### src/rtl/arc4_sched.sv
// -----------------------------------------------------------------------------
// arc4_sched
//   Top-level sequencer for the ARC4 decryption datapath. It accepts a 24-bit
//   key through the en/rdy handshake, then starts the init, ksa and prga
//   engines strictly in that order. For each engine it waits for that engine's
//   rdy, pulses its en, and waits for rdy again. It also owns the single shared
//   S-memory write port and forwards only the active engine's address, data and
//   write enable onto it. A per-phase watchdog aborts a hung engine into a
//   sticky error state. That state behaves like idle, so a new start is
//   accepted from it.
//
// Ports
//   clk, rst_n               clock, asynchronous active-low reset
//   en / rdy                 start request / block idle (IDLE or ERR)
//   key / key_q              key input / key latched on accepted start
//   done                     one-cycle pulse after prga completes
//   err                      sticky watchdog abort flag
//   phase                    0 idle/err, 1 init, 2 ksa, 3 prga
//   cycles                   run length counter, saturating
//   <x>_en / <x>_rdy         engine start pulse / engine ready
//   <x>_s_addr/_wrdata/_wren engine S-memory write requests
//   s_addr/s_wrdata/s_wren   shared S-memory write port
// -----------------------------------------------------------------------------
module arc4_sched #(
    parameter int TIMEOUT = 4096
) (
    input  logic        clk,
    input  logic        rst_n,
    input  logic        en,
    output logic        rdy,
    input  logic [23:0] key,
    output logic [23:0] key_q,
    output logic        done,
    output logic        err,
    output logic [1:0]  phase,
    output logic [31:0] cycles,
    output logic        init_en,
    output logic        ksa_en,
    output logic        prga_en,
    input  logic        init_rdy,
    input  logic        ksa_rdy,
    input  logic        prga_rdy,
    input  logic [7:0]  init_s_addr,
    input  logic [7:0]  ksa_s_addr,
    input  logic [7:0]  prga_s_addr,
    input  logic [7:0]  init_s_wrdata,
    input  logic [7:0]  ksa_s_wrdata,
    input  logic [7:0]  prga_s_wrdata,
    input  logic        init_s_wren,
    input  logic        ksa_s_wren,
    input  logic        prga_s_wren,
    output logic [7:0]  s_addr,
    output logic [7:0]  s_wrdata,
    output logic        s_wren
);

    typedef enum logic [2:0] {
        IDLE       = 3'd0,
        START_INIT = 3'd1,
        WAIT_INIT  = 3'd2,
        START_KSA  = 3'd3,
        WAIT_KSA   = 3'd4,
        START_PRGA = 3'd5,
        WAIT_PRGA  = 3'd6,
        ERR        = 3'd7
    } state_t;

    localparam logic [15:0] TIMEOUT_W = 16'(TIMEOUT);
    localparam logic        WDOG_ON   = (TIMEOUT != 0);

    state_t        state_r;
    state_t        state_s;
    logic [15:0]   pcnt_r;
    logic [31:0]   cycles_r;
    logic [23:0]   key_r;
    logic          done_r;
    logic          err_r;
    logic          idle_s;
    logic          accept_s;
    logic          timeout_s;
    logic          start_entry_s;

    assign key_q  = key_r;
    assign cycles = cycles_r;
    assign done   = done_r;
    assign err    = err_r;

    // Idle decode, start acceptance and watchdog expiry.
    always_comb begin
        idle_s    = (state_r == IDLE) || (state_r == ERR);
        accept_s  = idle_s && en;
        timeout_s = WDOG_ON && (pcnt_r == TIMEOUT_W);
        rdy       = idle_s;
    end

    // Next-state logic. A completing engine (rdy high) wins over the watchdog.
    always_comb begin
        state_s = state_r;
        case (state_r)
            IDLE, ERR: begin
                if (en) state_s = START_INIT;
                else    state_s = state_r;
            end
            START_INIT: begin
                if (init_rdy)       state_s = WAIT_INIT;
                else if (timeout_s) state_s = ERR;
                else                state_s = state_r;
            end
            WAIT_INIT: begin
                if (init_rdy)       state_s = START_KSA;
                else if (timeout_s) state_s = ERR;
                else                state_s = state_r;
            end
            START_KSA: begin
                if (ksa_rdy)        state_s = WAIT_KSA;
                else if (timeout_s) state_s = ERR;
                else                state_s = state_r;
            end
            WAIT_KSA: begin
                if (ksa_rdy)        state_s = START_PRGA;
                else if (timeout_s) state_s = ERR;
                else                state_s = state_r;
            end
            START_PRGA: begin
                if (prga_rdy)       state_s = WAIT_PRGA;
                else if (timeout_s) state_s = ERR;
                else                state_s = state_r;
            end
            WAIT_PRGA: begin
                if (prga_rdy)       state_s = IDLE;
                else if (timeout_s) state_s = ERR;
                else                state_s = state_r;
            end
            default: state_s = IDLE;
        endcase
    end

    // Detects a transition into any START_x state. This restarts the phase counter.
    always_comb begin
        if ((state_s != state_r) &&
            ((state_s == START_INIT) || (state_s == START_KSA) || (state_s == START_PRGA)))
            start_entry_s = 1'b1;
        else
            start_entry_s = 1'b0;
    end

    // Engine start pulses: asserted only while the engine is ready in its START state.
    always_comb begin
        init_en = (state_r == START_INIT) && init_rdy;
        ksa_en  = (state_r == START_KSA)  && ksa_rdy;
        prga_en = (state_r == START_PRGA) && prga_rdy;
    end

    // Phase decode from the registered state.
    always_comb begin
        phase = 2'd0;
        case (state_r)
            START_INIT, WAIT_INIT: phase = 2'd1;
            START_KSA,  WAIT_KSA:  phase = 2'd2;
            START_PRGA, WAIT_PRGA: phase = 2'd3;
            default:               phase = 2'd0;
        endcase
    end

    // Shared S-port mux. Writes from engines that are not selected are dropped.
    always_comb begin
        s_addr   = 8'd0;
        s_wrdata = 8'd0;
        s_wren   = 1'b0;
        case (state_r)
            START_INIT, WAIT_INIT: begin
                s_addr   = init_s_addr;
                s_wrdata = init_s_wrdata;
                s_wren   = init_s_wren;
            end
            START_KSA, WAIT_KSA: begin
                s_addr   = ksa_s_addr;
                s_wrdata = ksa_s_wrdata;
                s_wren   = ksa_s_wren;
            end
            START_PRGA, WAIT_PRGA: begin
                s_addr   = prga_s_addr;
                s_wrdata = prga_s_wrdata;
                s_wren   = prga_s_wren;
            end
            default: begin
                s_addr   = 8'd0;
                s_wrdata = 8'd0;
                s_wren   = 1'b0;
            end
        endcase
    end

    // State register.
    always_ff @(posedge clk or negedge rst_n) begin
        if (!rst_n) state_r <= IDLE;
        else        state_r <= state_s;
    end

    // Watchdog phase counter: cleared on START entry, counts while a phase runs.
    always_ff @(posedge clk or negedge rst_n) begin
        if (!rst_n)             pcnt_r <= 16'd0;
        else if (start_entry_s) pcnt_r <= 16'd0;
        else if (!idle_s)       pcnt_r <= pcnt_r + 16'd1;
        else                    pcnt_r <= pcnt_r;
    end

    // Run length counter. It starts at 1 on acceptance and saturates at all-ones.
    always_ff @(posedge clk or negedge rst_n) begin
        if (!rst_n)                                     cycles_r <= 32'd0;
        else if (accept_s)                              cycles_r <= 32'd1;
        else if (!idle_s && (cycles_r != 32'hFFFF_FFFF)) cycles_r <= cycles_r + 32'd1;
        else                                            cycles_r <= cycles_r;
    end

    // Key latch on accepted start.
    always_ff @(posedge clk or negedge rst_n) begin
        if (!rst_n)        key_r <= 24'd0;
        else if (accept_s) key_r <= key;
        else               key_r <= key_r;
    end

    // done pulses for the first IDLE cycle after prga completes. err is set while in ERR.
    always_ff @(posedge clk or negedge rst_n) begin
        if (!rst_n) begin
            done_r <= 1'b0;
            err_r  <= 1'b0;
        end else begin
            done_r <= (state_r == WAIT_PRGA) && prga_rdy;
            err_r  <= (state_s == ERR);
        end
    end

endmodule

### config.mk
export PLATFORM = sky130hd
export DESIGN_NAME = arc4_sched
export DESIGN_NICKNAME = d
export VERILOG_FILES = /design/src/rtl/arc4_sched.sv
export SDC_FILE = /design/constraint.sdc
export NUM_CORES = 1
export LEC_CHECK = 0
export CORE_UTILIZATION = 35
export CTS_CLUSTER_SIZE = 40
export DETAILED_ROUTE_END_ITERATION = 16
export MAX_ROUTING_LAYER = met4
export PLACE_DENSITY = 0.68
export SLEW_MARGIN = 20
export SYNTH_ARGS = -nofsm -noshare
export SYNTH_HDL_FRONTEND = slang
export SYNTH_SLANG_ARGS = --single-unit
### constraint.sdc
create_clock -name clk -period 6.18 [get_ports clk]
set_clock_uncertainty 0.2 [all_clocks]
set_input_delay 0.927 -clock clk [delete_from_list [all_inputs] [get_ports clk]]
set_output_delay 0.927 -clock clk [all_outputs]
set_load 0.01 [all_outputs]
==> Word level (Yosys, flattened, before mapping) <==
Cells that the tools add are included.
{ "op_classes": {"n_addsub": 2, "eq_ne": 15, "muxes": 18, "n_reduce_logical": 17} }
{ "ops": {"columns": ["operator", "count"], "rows": [
  ["$mux W32", 2],
  ["$pmux W8 S3", 2],
  ["$add A32 B1 Y32 const B", 1],
  ["$mux W16", 2],
  ["$ne A32 B32 Y1 const B", 1],
  ["$mux W3", 8],
  ["$pmux W3 S7", 1],
  ["$eq A3 B3 Y1 const B", 6],
  ["$add A16 B1 Y16 const B", 1],
  ["$eq A16 B13 Y1 const B", 1],
  ["$eq A3 B2 Y1 const B", 3],
  ["$reduce_or A2 Y1", 4],
  ["$logic_and A1 B1 Y1", 7],
  ["$eq A3 B1 Y1 const B", 2],
  ["$pmux W2 S3", 1],
  ["$logic_not A3 Y1", 1],
  ["$logic_or A1 B1 Y1", 3],
  ["$ne A3 B3 Y1", 1],
  ["$pmux W1 S3", 1],
  ["$ne A2 B1 Y1 const B", 1],
  ["$reduce_bool A2 Y1", 1],
  ["$logic_not A1 Y1", 1],
  ["$mux W1", 1]
]} }
{ "totals": {"register_bits": 77, "input_bits": 81, "output_inout_bits": 81, "word_cells": 58} }

==> Logic depth before layout (Yosys ltp) <==
{ "depth": {"word_depth": 10, "depth_mapped": 9, "depth_no_buf": 7} }

==> Worst setup path before layout <==
No wires, ideal clock.
{ "synth_path": {"path_kind": "flip-flop to output port", "from": "register state_r[2]", "to": "output s_addr[0]", "arrival_ns": 1.924, "t_required_ns": 5.053, "setup_slack_ns": 3.129, "path_stages_with_launch": 7, "n_path_buf": 4, "path_cell_list": "dfrtp_1 -> buf_4 -> clkbuf_1 -> clkbuf_1 -> buf_2 -> mux2i_1 -> o21ai_0"} }
{ "synth_via": {"elab_chain_len": 3, "word_cells_on_any_way": 10, "classes_between": "eq/ne: 6; mux: 1; reduce/logical: 3"} }
{ "synth_lines": {"columns": ["item", "line", "text"], "rows": [
  ["from (decl)", "71", "state_t state_r;"],
  ["from (signal assigned)", "197", "else state_r <= state_s;"],
  ["$eq A3 B3 Y1, or another cell as far along", "170", "case (state_r)"],
  ["$reduce_or A2 Y1", "170", null],
  ["$pmux W8 S3 (*)", "170", null],
  ["to (decl)", "52", "output logic [7:0] s_addr,"]
]} }
Mark *: on every way between the ends. The rest lies on a longest branch, timed or not.

==> Worst setup path after layout <==
{ "layout_path": {"from": "register state_r[2]", "to": "output rdy"} }
{ "layout_via": {"elab_chain_len": 2, "word_cells_on_any_way": 3, "classes_between": "eq/ne: 1; reduce/logical: 2"} }
{ "layout_lines": {"columns": ["item", "line", "text"], "rows": [
  ["$eq A3 B3 Y1 or $logic_not A3 Y1 (tied branches)", "90", "idle_s = (state_r == IDLE) || (state_r == ERR);"],
  ["$logic_or A1 B1 Y1 (*)", "90", null],
  ["to (decl)", "30", "output logic rdy,"]
]} }
Marks and branches as above.

==> impl_table.tex <==
\begin{tabular}{lr}
\hline
Metric & Value \\
\hline
\multicolumn{2}{l}{\textbf{Outcome}} \\
\quad Status & completed \\
\multicolumn{2}{l}{\textbf{Placement}} \\
\quad RePlAce Congestion & 0.933 \\
\quad Placed instance area & 6210 µm² \\
\quad Sum of net half-perimeters after detailed placement & 10200 µm \\
\quad Count of buffers from port buffering & 161 \\
\multicolumn{2}{l}{\textbf{Floorplan}} \\
\quad Die Ht & 115 µm \\
\quad Num ports & 162 \\
\quad Initial core utilization & 35.7\% \\
\quad Die Outline Area & 13300 µm² \\
\quad Core footprint & 12600 µm² \\
\quad Num rows & 41 \\
\quad X dimension of the die & 115 µm \\
\multicolumn{2}{l}{\textbf{Clock network}} \\
\quad Num CTS Buffers & 9 \\
\quad Post CTS Setup Buffer Count & 0 \\
\quad Clock tree from TritonCTS & done \\
\quad Clock input transition at the sequential cells of the worst setup and hold paths & 70 ps \\
\quad Deepest clock path buffer count & 2 \\
\quad Number of levels in the clock H-tree & 3 \\
\quad Post-CTS resize count & 0 \\
\quad Clk Latency, worst-skew pair & 340 ps \\
\quad Hold buffers post-CTS & 0 \\
\quad Number of clock sinks & 77 \\
\quad Library cell used as clock root buffer & sky130\_fd\_sc\_hd\_\_clkbuf\_16 \\
\multicolumn{2}{l}{\textbf{Synthesis}} \\
\quad Number of enable flip-flop cells after synthesis & 0 \\
\quad Cells after synthesis & 513 \\
\quad Cell types occupying the most area after synthesis & sky130\_fd\_sc\_hd\_\_dfrtp\_1 43\%, sky130\_fd\_sc\_hd\_\_nand2\_1 9.9\%, sky130\_fd\_sc\_hd\_\_mux2i\_1 6.0\% \\
\quad Post-synth net total & 597 \\
\quad Unique cell type count in the Yosys netlist & 63 \\
\quad FF+latch count, synth & 77 \\
\quad Share of the synthesized area in the top cell type & 42.9\% \\
\quad Ys Warns & 0 \\
\quad Cell taking the most area after synthesis & sky130\_fd\_sc\_hd\_\_dfrtp\_1 \\
\quad Share of synthesized area occupied by flip-flops and latches & 42.9\% \\
\quad Proportion of register bits with asynchronous set or reset after synthesis & 100\% \\
\quad Area of the mapped netlist & 4490 µm² \\
\quad Flip-flop cell with the highest count after synthesis & sky130\_fd\_sc\_hd\_\_dfrtp\_1 \\
\quad Mean Syn Cell Area & 8.75 µm² \\
\multicolumn{2}{l}{\textbf{Timing}} \\
\quad Worst hold slack after final layout & 276 ps \\
\quad Share of the clock period used by the worst path & 69.6\% \\
\quad Setup repair after global routing missed its margin & no \\
\quad Peak Freq & 232 MHz \\
\quad Final hold violation count & 0 \\
\quad Total negative setup slack & 0 ps \\
\quad Count of pins over their slew limit & 0 \\
\quad Final critical path time including I/O delays and setup & 4300 ps \\
\quad Relative slew slack & 34.9\% \\
\quad Worst slew pin tran & 977 ps \\
\quad Final setup violation count & 0 \\
\multicolumn{2}{l}{\textbf{Global routing}} \\
\quad First-pass GRT wire length & 22100 µm \\
\quad Via count of the first global-routing pass & 4366 \\
\quad Total global routing track utilization & 22.2\% \\
\quad GRT Residual Overflow & 0 \\
\quad Number of antenna violations at the first check in global routing & 0 \\
\quad Largest net degree at the start of global routing & 78 \\
\multicolumn{2}{l}{\textbf{Detailed routing}} \\
\quad Via-to-Cell Ratio & 5.33 \\
\quad Post-DRT Antenna Nets & 0 \\
\quad Via Count & 4469 \\
\quad Iteration-0 DRC count of the detailed router & 252 \\
\quad Total wire length & 13700 µm \\
\quad DRC Markers & 0 \\
\quad Number of iterations in the first detailed-routing pass & 4 \\
\quad Average wire length per cell after detail routing & 16.4 µm \\
\multicolumn{2}{l}{\textbf{Cells and area}} \\
\quad Layout cells sized above 1 & 5.71\% \\
\quad Most common cell after layout, fill and taps aside & sky130\_fd\_sc\_hd\_\_clkdlybuf4s50\_1 \\
\quad Filler cell count in the final layout & 1167 \\
\quad Summed area of non-filler cells in the final layout & 6510 µm² \\
\quad Layout Nets & 745 \\
\quad Antenna Cells & 0 \\
\quad Sequential standard cell area & 1930 µm² \\
\quad Area used by multi-input combinational logic & 2410 µm² \\
\quad Growth of design area from synthesis to finish & 44.9\% \\
\quad Share of the core filled with cells in the final layout & 51.8\% \\
\quad Most frequent cells in the layout & 160 x sky130\_fd\_sc\_hd\_\_clkdlybuf4s50\_1, 118 x sky130\_fd\_sc\_hd\_\_nand2\_1, 77 x sky130\_fd\_sc\_hd\_\_dfrtp\_1 \\
\multicolumn{2}{l}{\textbf{Critical path}} \\
\quad Worst Path Arrival & 3180 ps \\
\quad Category of the worst setup path launch point & register \\
\quad Required arrival time at the worst endpoint & 5050 ps \\
\quad Critical setup path kind & register to primary output \\
\quad Setup crit end kind & primary output \\
\quad Largest driver fanout on the critical path & 25 \\
\multicolumn{2}{l}{\textbf{Hold path}} \\
\quad Worst min-delay path category & register to register \\
\multicolumn{2}{l}{\textbf{Power and ir drop}} \\
\quad Peak supply drop & 0.315 mV \\
\quad Cell leakage power & 2.73 nW \\
\quad Pwr dens & 406 nW/µm² \\
\multicolumn{2}{l}{\textbf{Job}} \\
\quad Max\_cap viols & 0 \\
\hline
\end{tabular}
[path summary, 6_finish.rpt]
kind	from	endpoint	slack, ps	depth (start not counted)
min in group asynchronous	rst_n	cycles[23]$_DFFE_PN0P_	540	1
max in group asynchronous	rst_n	pcnt_r[1]$_DFFE_PN0P_	4600	1
setup / recovery	state_r[2]$_DFF_PN0_	rdy	1880	5
setup reg to reg	state_r[2]$_DFF_PN0_	cycles[14]$_DFFE_PN0P_	2660	8
hold reg to reg	key_q[11]$_DFFE_PN0P_	key_q[11]$_DFFE_PN0P_	280	2
hold / removal	key_q[11]$_DFFE_PN0P_	key_q[11]$_DFFE_PN0P_	280	2
[area by class of cell]
cell class	instances	share of cell area (%)
repair buffers	165	25.2
clock buffers	9	3.46
clock inverters	7	0.884
flip-flops and latches	77	29.6
multi-input cells	398	37.0
well taps	172	3.31
inverters	10	0.577
[flip-flops by register name, indices dropped and copies added, names as in the netlist]
register / cells
key_q: 24
state_r: 3
pcnt_r: 16
cycles: 32
err: 1
done: 1
[cells by family after synthesis]
kind of cell | share of synthesized area, %
XOR/XNOR | 3.51
adder cells (fa/ha/maj) | 0.836
flip-flops | 42.9
multiplexers | 6.02
AO/OA/AOI/OAI | 15.8
AND/OR/NAND/NOR | 27.1
buffers and inverters | 3.84
[per-stage QoR]
step / setup WS [ps] / power, mW / instances
2_1_floorplan: 3130 / 1.49 / 513
3_5_place_dp: 2020 / 2.12 / 821
6_report: 1880 / 2.64 / 838
3_3_place_gp: 2140 / 2.10 / 821
5_1_grt: 1610 / 2.83 / 838
4_1_cts: 1650 / 2.64 / 837
[Yosys cell counts, types with 3 or more instances]
| master | instances |
|---|---|
| sky130_fd_sc_hd__buf_6 | 3 |
| sky130_fd_sc_hd__and3_1 | 5 |
| sky130_fd_sc_hd__and4_1 | 6 |
| sky130_fd_sc_hd__and2_1 | 4 |
| sky130_fd_sc_hd__o21ai_0 | 32 |
| sky130_fd_sc_hd__buf_2 | 3 |
| sky130_fd_sc_hd__xnor2_1 | 14 |
| sky130_fd_sc_hd__or3_1 | 11 |
| sky130_fd_sc_hd__dfrtp_1 | 77 |
| sky130_fd_sc_hd__nand2_1 | 118 |
| sky130_fd_sc_hd__nand4_1 | 18 |
| sky130_fd_sc_hd__nor4_1 | 7 |
| sky130_fd_sc_hd__nand2b_1 | 5 |
| sky130_fd_sc_hd__o21a_1 | 4 |
| sky130_fd_sc_hd__xor2_1 | 4 |
| sky130_fd_sc_hd__a31oi_1 | 3 |
| sky130_fd_sc_hd__o31ai_1 | 5 |
| sky130_fd_sc_hd__a21oi_1 | 36 |
| sky130_fd_sc_hd__nor2b_1 | 3 |
| sky130_fd_sc_hd__clkbuf_1 | 19 |
| sky130_fd_sc_hd__or4_1 | 3 |
| sky130_fd_sc_hd__nor3_2 | 3 |
| sky130_fd_sc_hd__nor2_1 | 16 |
| sky130_fd_sc_hd__ha_1 | 3 |
| sky130_fd_sc_hd__o31a_1 | 4 |
| sky130_fd_sc_hd__nor3_1 | 9 |
| sky130_fd_sc_hd__inv_1 | 9 |
| sky130_fd_sc_hd__nand3_1 | 17 |
| sky130_fd_sc_hd__mux2i_1 | 27 |
| sky130_fd_sc_hd__o211ai_1 | 4 |
[power by group]
part           internal, mW  switching (mW)  total (mW)
clock                 0.277           0.226       0.503
combinational         0.669           0.686        1.36
sequential            0.627           0.156       0.783
total                  1.57            1.07        2.64
[critical path: stages, from the launching register on]
cell and delay (ps):
sky130_fd_sc_hd__dfrtp_1 710, sky130_fd_sc_hd__buf_4 410, sky130_fd_sc_hd__nor3_2 110, sky130_fd_sc_hd__nor2_1 580
sky130_fd_sc_hd__clkinv_1 430, sky130_fd_sc_hd__clkdlybuf4s50_1 590
[metal layers]
| layer | vias to the layer above | track usage (%) | share of wire [%] |
|---|---|---|---|
| li1 | 2149 | - | - |
| met1 | 2114 | 26.6 | 41 |
| met2 | 176 | 34.1 | 47 |
| met3 | 30 | 4.96 | 6.4 |
| met4 | 0 | 13.7 | 5.6 |
| met5 | - | - | 0 |
No activity file was read; power rests on OpenSTA's default activity.
